`config.mk`:
```
export PLATFORM = sky130hd
export DESIGN_NAME = instr_fetch_stage
export DESIGN_NICKNAME = d
export VERILOG_FILES = /design/src/rtl/instr_fetch_stage.sv
export SDC_FILE = /design/constraint.sdc
export NUM_CORES = 1
export LEC_CHECK = 0
export ABC_AREA = 0
export CAP_MARGIN = 30
export CORE_MARGIN = 1.5
export CORE_UTILIZATION = 34
export CTS_CLUSTER_DIAMETER = 100
export DETAILED_ROUTE_END_ITERATION = 10
export GPL_TIMING_DRIVEN = 0
export PLACE_DENSITY = 0.63
export SKIP_LAST_GASP = 1
export SYNTH_ARGS = -nofsm -noshare
export SYNTH_HDL_FRONTEND = slang
export SYNTH_SLANG_ARGS = --single-unit
```
`constraint.sdc`:
```
create_clock -name clk -period 2.48 [get_ports clk]
set_input_delay 0.496 -clock clk [delete_from_list [all_inputs] [get_ports clk]]
set_output_delay 0.496 -clock clk [all_outputs]
set_load 0.01 [all_outputs]
```
`src/rtl/instr_fetch_stage.sv`:
```
// RV32I instruction fetch stage: owns the PC,
// drives the ROM address and fills IF/ID.
module instr_fetch_stage #(
  parameter logic [31:0] RESET_PC   = 32'h0000_0000,
  parameter int unsigned IMEM_WORDS = 256,
  parameter logic [31:0] NOP_INSTR  = 32'h0000_0013
) (
  input  logic        clk,
  input  logic        reset,
  output logic [31:0] imem_addr,
  input  logic [31:0] imem_data,
  input  logic        stall,
  input  logic        redirect,
  input  logic [31:0] redirect_pc,
  output logic [31:0] if_id_pc,
  output logic [31:0] if_id_pc_plus4,
  output logic [31:0] if_id_instr,
  output logic        if_id_valid,
  output logic [31:0] fetch_count,
  output logic [31:0] bubble_count
);

  localparam logic [31:0] WORDS = 32'(IMEM_WORDS);

  logic [31:0] pc_q, pc_d;
  logic [31:0] id_pc_q, id_pc_d;
  logic [31:0] id_p4_q, id_p4_d;
  logic [31:0] id_ins_q, id_ins_d;
  logic        id_vld_q, id_vld_d;
  logic [31:0] fcnt_q, fcnt_d;
  logic [31:0] bcnt_q, bcnt_d;

  logic [31:0] pc_plus4;
  logic [31:0] word_idx;
  logic        in_range;
  logic [31:0] fetched;

  function automatic logic [31:0] sat_inc(
    input logic [31:0] v
  );
    return (v == 32'hFFFF_FFFF) ? v : v + 32'd1;
  endfunction

  assign pc_plus4 = pc_q + 32'd4;
  assign word_idx = {2'b00, pc_q[31:2]};
  assign in_range = (word_idx < WORDS);
  assign fetched  = in_range ? imem_data : NOP_INSTR;

  // Next-state: redirect flushes, stall holds, else advance
  always_comb begin
    pc_d     = pc_q;
    id_pc_d  = id_pc_q;
    id_p4_d  = id_p4_q;
    id_ins_d = id_ins_q;
    id_vld_d = id_vld_q;
    fcnt_d   = fcnt_q;
    bcnt_d   = bcnt_q;
    if (redirect) begin
      pc_d     = redirect_pc & 32'hFFFF_FFFC;
      id_pc_d  = pc_q;
      id_p4_d  = pc_plus4;
      id_ins_d = NOP_INSTR;
      id_vld_d = 1'b0;
      bcnt_d   = sat_inc(bcnt_q);
    end else if (!stall) begin
      pc_d     = pc_plus4;
      id_pc_d  = pc_q;
      id_p4_d  = pc_plus4;
      id_ins_d = fetched;
      id_vld_d = in_range;
      if (in_range) fcnt_d = sat_inc(fcnt_q);
      else          bcnt_d = sat_inc(bcnt_q);
    end
  end

  // State registers with synchronous reset
  always_ff @(posedge clk) begin
    if (reset) begin
      pc_q     <= RESET_PC;
      id_pc_q  <= 32'd0;
      id_p4_q  <= 32'd0;
      id_ins_q <= NOP_INSTR;
      id_vld_q <= 1'b0;
      fcnt_q   <= 32'd0;
      bcnt_q   <= 32'd0;
    end else begin
      pc_q     <= pc_d;
      id_pc_q  <= id_pc_d;
      id_p4_q  <= id_p4_d;
      id_ins_q <= id_ins_d;
      id_vld_q <= id_vld_d;
      fcnt_q   <= fcnt_d;
      bcnt_q   <= bcnt_d;
    end
  end

  assign imem_addr      = pc_q;
  assign if_id_pc       = id_pc_q;
  assign if_id_pc_plus4 = id_p4_q;
  assign if_id_instr    = id_ins_q;
  assign if_id_valid    = id_vld_q;
  assign fetch_count    = fcnt_q;
  assign bubble_count   = bcnt_q;

endmodule
```
==> results of run 1 <==
report_power, final:
group          switching, W  internal, W  leakage [nW]
Sequential        0.0000965      0.00309          1.52
Clock               0.00139      0.00135         0.287
Combinational      0.000438     0.000394          2.54
Total               0.00193      0.00484          4.35
metrics by stage:
stage               power, W  utilization [%]  cells  hold slack, ns  area (um2)
floorplan           0.003627                -   1090          0.4761        9209
finish              0.006764            48.85   1713          0.4541       12840
detailed placement  0.004087            46.12   1674          0.4451       12120
global placement    0.004079            46.12   1674          0.4386       12120
global route        0.007017            48.85   1713          0.4740       12840
CTS                 0.006807            48.36   1706          0.4550       12710
sequential cells by signal, indices dropped and copies added, names as in the netlist:
name	cells
if_id_valid	1
fetch_count	32
imem_addr	30
bubble_count	32
if_id_pc_plus4	30
if_id_pc	30
if_id_instr	32
placed cells by master, fill, tap and decap left out, types with 9 or more instances in the layout:
cell type,instances
nand3_1,34
xnor2_1,29
buf_2,19
o21ai_0,22
nor2_1,125
a21oi_1,87
and3_1,13
or4_1,36
nor4_1,21
nor2b_1,21
buf_6,9
clkdlybuf4s50_1,249
buf_4,20
nand2_1,107
clkbuf_16,17
clkbuf_1,51
o31ai_1,35
a22oi_1,29
nand4_1,17
nor3_1,18
or3_1,19
a211oi_1,40
dfxtp_1,186
xor2_1,18
mux2_2,14
routing by layer:
metal	up-vias	wire, um	global-route usage (%)
li1	4489	-	-
met1	4414	14530	30.55
met2	351	14460	35.49
met3	39	2251	5.412
met4	0	759	7.090
met5	-	0	0
logic make-up after synthesis:
| logic type | synth area share, % |
|---|---|
| multiplexers | 2.206 |
| AND/OR/NAND/NOR | 29.29 |
| adder cells (fa/ha/maj) | 0.4085 |
| other | 0.04080 |
| XOR/XNOR | 4.479 |
| flip-flops | 40.74 |
| AO/OA/AOI/OAI | 16.81 |
| buffers and inverters | 6.031 |
worst paths after layout:
check,startpoint,endpoint,slack (ns),depth (start not counted)
max,imem_addr[27]$_SDFFE_PP0P_,fetch_count[12]$_SDFFE_PP0P_,0.12,7
min,if_id_pc[27]$_SDFFE_PP0P_,if_id_pc[27]$_SDFFE_PP0P_,0.45,2
max reg2reg,imem_addr[27]$_SDFFE_PP0P_,fetch_count[12]$_SDFFE_PP0P_,0.12,7
min reg2reg,if_id_pc[27]$_SDFFE_PP0P_,if_id_pc[27]$_SDFFE_PP0P_,0.45,2
critical path, cell delays in order, from the launching register on:
cell and delay [ns]:
dfxtp_1 0.31, buf_2 0.18, nor4_2 0.30, and4_1 0.39, nand2_2 0.13, buf_2 0.23
nor4_1 0.35, mux2_2 0.37
layout make-up:
| cell class | instances | share of cell area [%] |
|---|---|---|
| sequential | 187 | 29.17 |
| multi-input combinational | 797 | 38.71 |
| clock inverter | 15 | 1.209 |
| tap | 335 | 3.265 |
| clock buffer | 17 | 3.314 |
| timing repair buffer | 258 | 20.04 |
| inverter | 6 | 0.1754 |
| buffer | 98 | 4.113 |
repair_timing:
| item | CTS | global route |
|---|---|---|
| hold buffers | 0 | 0 |
| resized for setup | 3 | 15 |
| endpoints found under the setup margin | 13 | 77 |
| pin swaps | 0 | 4 |
| buffers inserted | 0 | 9 |
==> impl_metrics.py, run 1 <==
metrics = {
    "global_routing": {
        "grt_first_pass_wirelength_um": 49930,
        "grt_overflow_total": 0,
        "grt_pass1_vias": 8793,
        "grt_max_degree": 20,
        "grt.total_usage_pct": 22.59,
        "antenna_found_initial": 0,
    },
    "clocking": {
        "insertion_delay_ns": 0.43,
        "clk_pin_slew_worst_paths_ns": 0.08,
        "cts_buffers": 17,
        "clock-root-buffer": "clkbuf_16",
        "cts.path.max_buffers": 2,
        "tritoncts": "done",
        "htreeDepth": 4,
        "cts_sinks": 187,
    },
    "sta": {
        "max_freq_mhz": 424.0,
        "rsz0062_at_grt": "yes",
        "worst_slack_ns": 0.1213,
        "period_minus_slack_ns": 2.359,
        "setup-violations-final": 0,
        "fin_skew_ns": 0.01319,
        "period_share_pct": 95.11,
        "finalHoldViolations": 0,
        "slew_viol_final": 0,
        "setup_tns_ns": 0,
        "max-slew-margin-rel_pct": 51.34,
        "tightestPinTransition_ns": 0.7243,
    },
    "flow_run": {
        "maxCapViolCount": 0,
    },
    "floorplanning": {
        "chipHeight_um": 167.4,
        "coreArea_mm2": 0.02628,
        "fp.dieW_um": 167.4,
        "io_pins": 261,
        "initial_core_util_pct": 34.97,
        "rows": 59,
        "dieArea_mm2": 0.02802,
    },
    "detailed_routing": {
        "drcViolationCount": 0,
        "dr.pass1.iters": 5,
        "drt_iter0_drc": 710,
        "vias": 9293,
        "wl_per_cell_um": 18.68,
        "viasPerCell": 5.425,
        "drt-total-wl_um": 32000,
        "antenna_left": 0,
    },
    "status": {
        "status": "finished clean",
    },
    "setup_path": {
        "startpoint_type": "flop",
        "cp_max_fo": 10,
        "crit_required_ns": 2.80,
        "cp-end-kind": "flop",
        "path_class": "reg2reg",
        "worst_ep_arrival_time_ns": 2.68,
    },
    "logic_synthesis": {
        "ys_async_sr_fraction_pct": 0,
        "synth.area.top_cells": "dfxtp_1 41%, nor2_1 5.1%, a21oi_1 4.7%",
        "avgSynthCellArea_um2": 8.470,
        "synth_edf_count": 0,
        "synth_seq_cells": 187,
        "synth_cell_types": 67,
        "synth_warnings": 0,
        "yosysTopAreaCellShare_pct": 40.74,
        "yosysSeqAreaShare_pct": 40.74,
        "postSynthCellCount": 1085,
        "yosysTopAreaCell": "dfxtp_1",
        "ys_top_cells_by_count": "187 x dfxtp_1, 125 x nor2_1, 108 x nand2_1",
        "yosysMostFrequentCell": "dfxtp_1",
        "ys.flop_type": "dfxtp_1",
        "syn_area_mm2": 0.009190,
    },
    "final_layout": {
        "syn_to_final_growth_pct": 39.69,
        "fillers": 2604,
        "diodes": 0,
        "multiInputGateArea_mm2": 0.004970,
        "regArea_mm2": 0.003745,
        "layout.nets": 1436,
        "drive_gt1_share_pct": 10.74,
    },
    "place": {
        "place_congestion": 0.8490,
        "dp_hpwl_um": 23640,
        "post-place-ws_ns": -0.5016,
        "io_buffers": 249,
    },
    "power_and_ir_drop": {
        "ir_drop_uv": 446.8,
        "leakage_nw": 4.346,
        "power_density_mw_per_mm2": 526.9,
    },
    "worst_hold_path": {
        "min-delay-path-class": "reg2reg",
    },
}
Power figures use the tool's default switching activity.
==> run 2, diff against run 1 <==
DONT_BUFFER_PORTS = 1   (was default)
PLACE_DENSITY = 0.51   (was 0.63)
==> run 2 against run 1 <==
Compared with the run above: global-route usage is 0.54 points lower; critical path type unchanged; non-clock buffer count is 250 lower; clock skew is 0.00057 ns higher; clock-buffer cell count is 1 higher; total power is 2.4% lower; combinational power is 40% lower; largest power group unchanged.
==> impl_metrics.py, run 2 (synthesis results as in run 1) <==
metrics = {
    "clocking": {
        "cts_buffers": 17,
        "clk_pin_slew_worst_paths_ns": 0.07,
        "htreeDepth": 4,
        "tritoncts": "done",
        "cts.path.max_buffers": 2,
        "insertion_delay_ns": 0.43,
        "clock-root-buffer": "clkbuf_16",
        "cts_sinks": 187,
    },
    "detailed_routing": {
        "drcViolationCount": 0,
        "viasPerCell": 5.632,
        "dr.pass1.iters": 7,
        "antenna_left": 0,
        "drt-total-wl_um": 31110,
        "wl_per_cell_um": 21.28,
        "vias": 8234,
        "drt_iter0_drc": 511,
    },
    "place": {
        "io_buffers": 0,
        "dp_hpwl_um": 23030,
        "post-place-ws_ns": -0.7106,
        "place_congestion": 0.8228,
    },
    "power_and_ir_drop": {
        "power_density_mw_per_mm2": 638.1,
        "switchingPower_w": 0.001801,
        "p_clk_share_pct": 43.2,
        "switching_share_pct": 27.28,
        "combPwrFrac_pct": 7.6,
        "ir_drop_uv": 337.7,
        "leakage_nw": 3.449,
        "seqPwrFrac_pct": 49.3,
        "p_int_w": 0.004801,
    },
    "setup_path": {
        "cp_max_fo": 10,
        "path_class": "reg2reg",
        "crit_required_ns": 2.80,
        "critPathMaxStageDelay_ns": 0.37,
        "worst_ep_arrival_time_ns": 2.73,
        "path_cells": "clkbuf_1 > nor4_4 > and4_2 > nand2_2 > buf_2 > nor4_1 > mux2_2",
        "crit_buf_inv": 2,
        "cp-end-kind": "flop",
        "startpoint_type": "flop",
        "path_delay_family": "simple AND/OR/NAND/NOR gates",
        "cp_slowest_cell": "mux2_2",
    },
    "sta": {
        "rsz0062_at_grt": "no",
        "finalHoldViolations": 0,
        "fin_skew_ns": 0.01375,
        "max-slew-margin-rel_pct": 42.80,
        "worst_slack_ns": 0.07149,
        "tightestPinTransition_ns": 0.8502,
        "period_share_pct": 97.12,
        "setup_tns_ns": 0,
        "fin_hold_ws_ns": 0.2027,
        "setup-violations-final": 0,
        "slew_viol_final": 0,
        "period_minus_slack_ns": 2.409,
        "max_freq_mhz": 415.2,
    },
    "global_routing": {
        "grt_pass1_vias": 7900,
        "grt_overflow_total": 0,
        "grt_max_degree": 18,
        "grt.total_usage_pct": 22.06,
        "antenna_found_initial": 0,
        "grt_first_pass_wirelength_um": 48130,
    },
    "floorplanning": {
        "rows": 59,
        "fp.dieW_um": 167.4,
        "coreArea_mm2": 0.02628,
        "chipHeight_um": 167.4,
        "dieArea_mm2": 0.02802,
        "io_pins": 261,
        "initial_core_util_pct": 34.97,
    },
    "worst_hold_path": {
        "min-delay-path-class": "in2reg",
    },
    "status": {
        "status": "finished clean",
    },
    "flow_run": {
        "maxCapViolCount": 0,
    },
    "final_layout": {
        "layout.nets": 1186,
        "layout_common_cells": "185 x dfxtp_1, 124 x nor2_1, 107 x nand2_1",
        "syn_to_final_growth_pct": 12.58,
        "diodes": 0,
        "final_common_cell": "dfxtp_1",
        "drive_gt1_share_pct": 13.22,
    },
}
-- run 2: cell count changes in the layout (fill, tap and decap cells not counted), moves of 2 or more --
cell,previous run,this run
inv_8,5,1
clkdlybuf4s50_1,249,0
bufinv_16,0,2
and4_2,1,3
-- run 2: final cells by class --
type | count | area (um2)
buffer | 98 | 531.8
clock buffer | 18 | 439.2
clock inverter | 13 | 161.4
fill | 2727 | 15930
inverter | 6 | 22.52
multi-input combinational | 797 | 4966
sequential | 187 | 3746
tap | 335 | 419.2
timing repair buffer | 8 | 60.06
-- run 2: worst reg2reg max path: cells and delay by family, from the launching register on --
family / cells / cell delay [ns]
simple gates: 4 / 1.09
buf+inv: 2 / 0.50
mux: 1 / 0.37
flops: 1 / 0.36
-- run 2: final timing paths --
| check | slack (ns) | cells after the start | start | endpoint |
|---|---|---|---|---|
| worst min register to register | 0.50 | 2 | if_id_pc[18]$_SDFFE_PP0P_ | if_id_pc[18]$_SDFFE_PP0P_ |
| worst min-delay path | 0.20 | 2 | redirect_pc[2] | imem_addr[2]$_SDFFE_PP0P_ |
| worst max register to register | 0.07 | 7 | imem_addr[20]$_SDFFE_PP0P_ | fetch_count[7]$_SDFFE_PP0P_ |
| worst max-delay path | 0.07 | 7 | imem_addr[20]$_SDFFE_PP0P_ | fetch_count[7]$_SDFFE_PP0P_ |
-- run 2: per-layer routing --
layer	vias up	wire [um]	global-route usage (%)
met4	0	554	5.836
met3	29	2375	6.665
li1	3991	-	-
met2	273	13800	34.24
met5	-	0	0
met1	3941	14380	29.69
-- run 2: per-stage QoR --
| step | cells | power [W] | area [um2] | util [%] |
|---|---|---|---|---|
| floorplan | 1090 | 0.003627 | 9209 | - |
| global placement | 1425 | 0.003815 | 9628 | 36.64 |
| CTS | 1458 | 0.006677 | 10280 | 39.10 |
| detailed placement | 1425 | 0.003819 | 9628 | 36.64 |
| finish | 1462 | 0.006602 | 10350 | 39.37 |
| global route | 1462 | 0.006874 | 10350 | 39.37 |
-- run 2: power groups by stage --
stage / Sequential [W] / Clock (W) / Combinational [W]
floorplan: 0.00327 / 0 / 0.000356
global placement: 0.00332 / 0 / 0.000493
detailed placement: 0.00332 / 0 / 0.000496
CTS: 0.00325 / 0.00292 / 0.000502
global route: 0.00327 / 0.00305 / 0.000558
finish: 0.00325 / 0.00285 / 0.000501
-- run 2: what timing repair did --
item | in CTS | in global routing
setup endpoints to repair | 56 | 82
buffers inserted | 2 | 6
resized for setup | 8 | 16
pin swaps | 1 | 4
hold buffers | 0 | 0
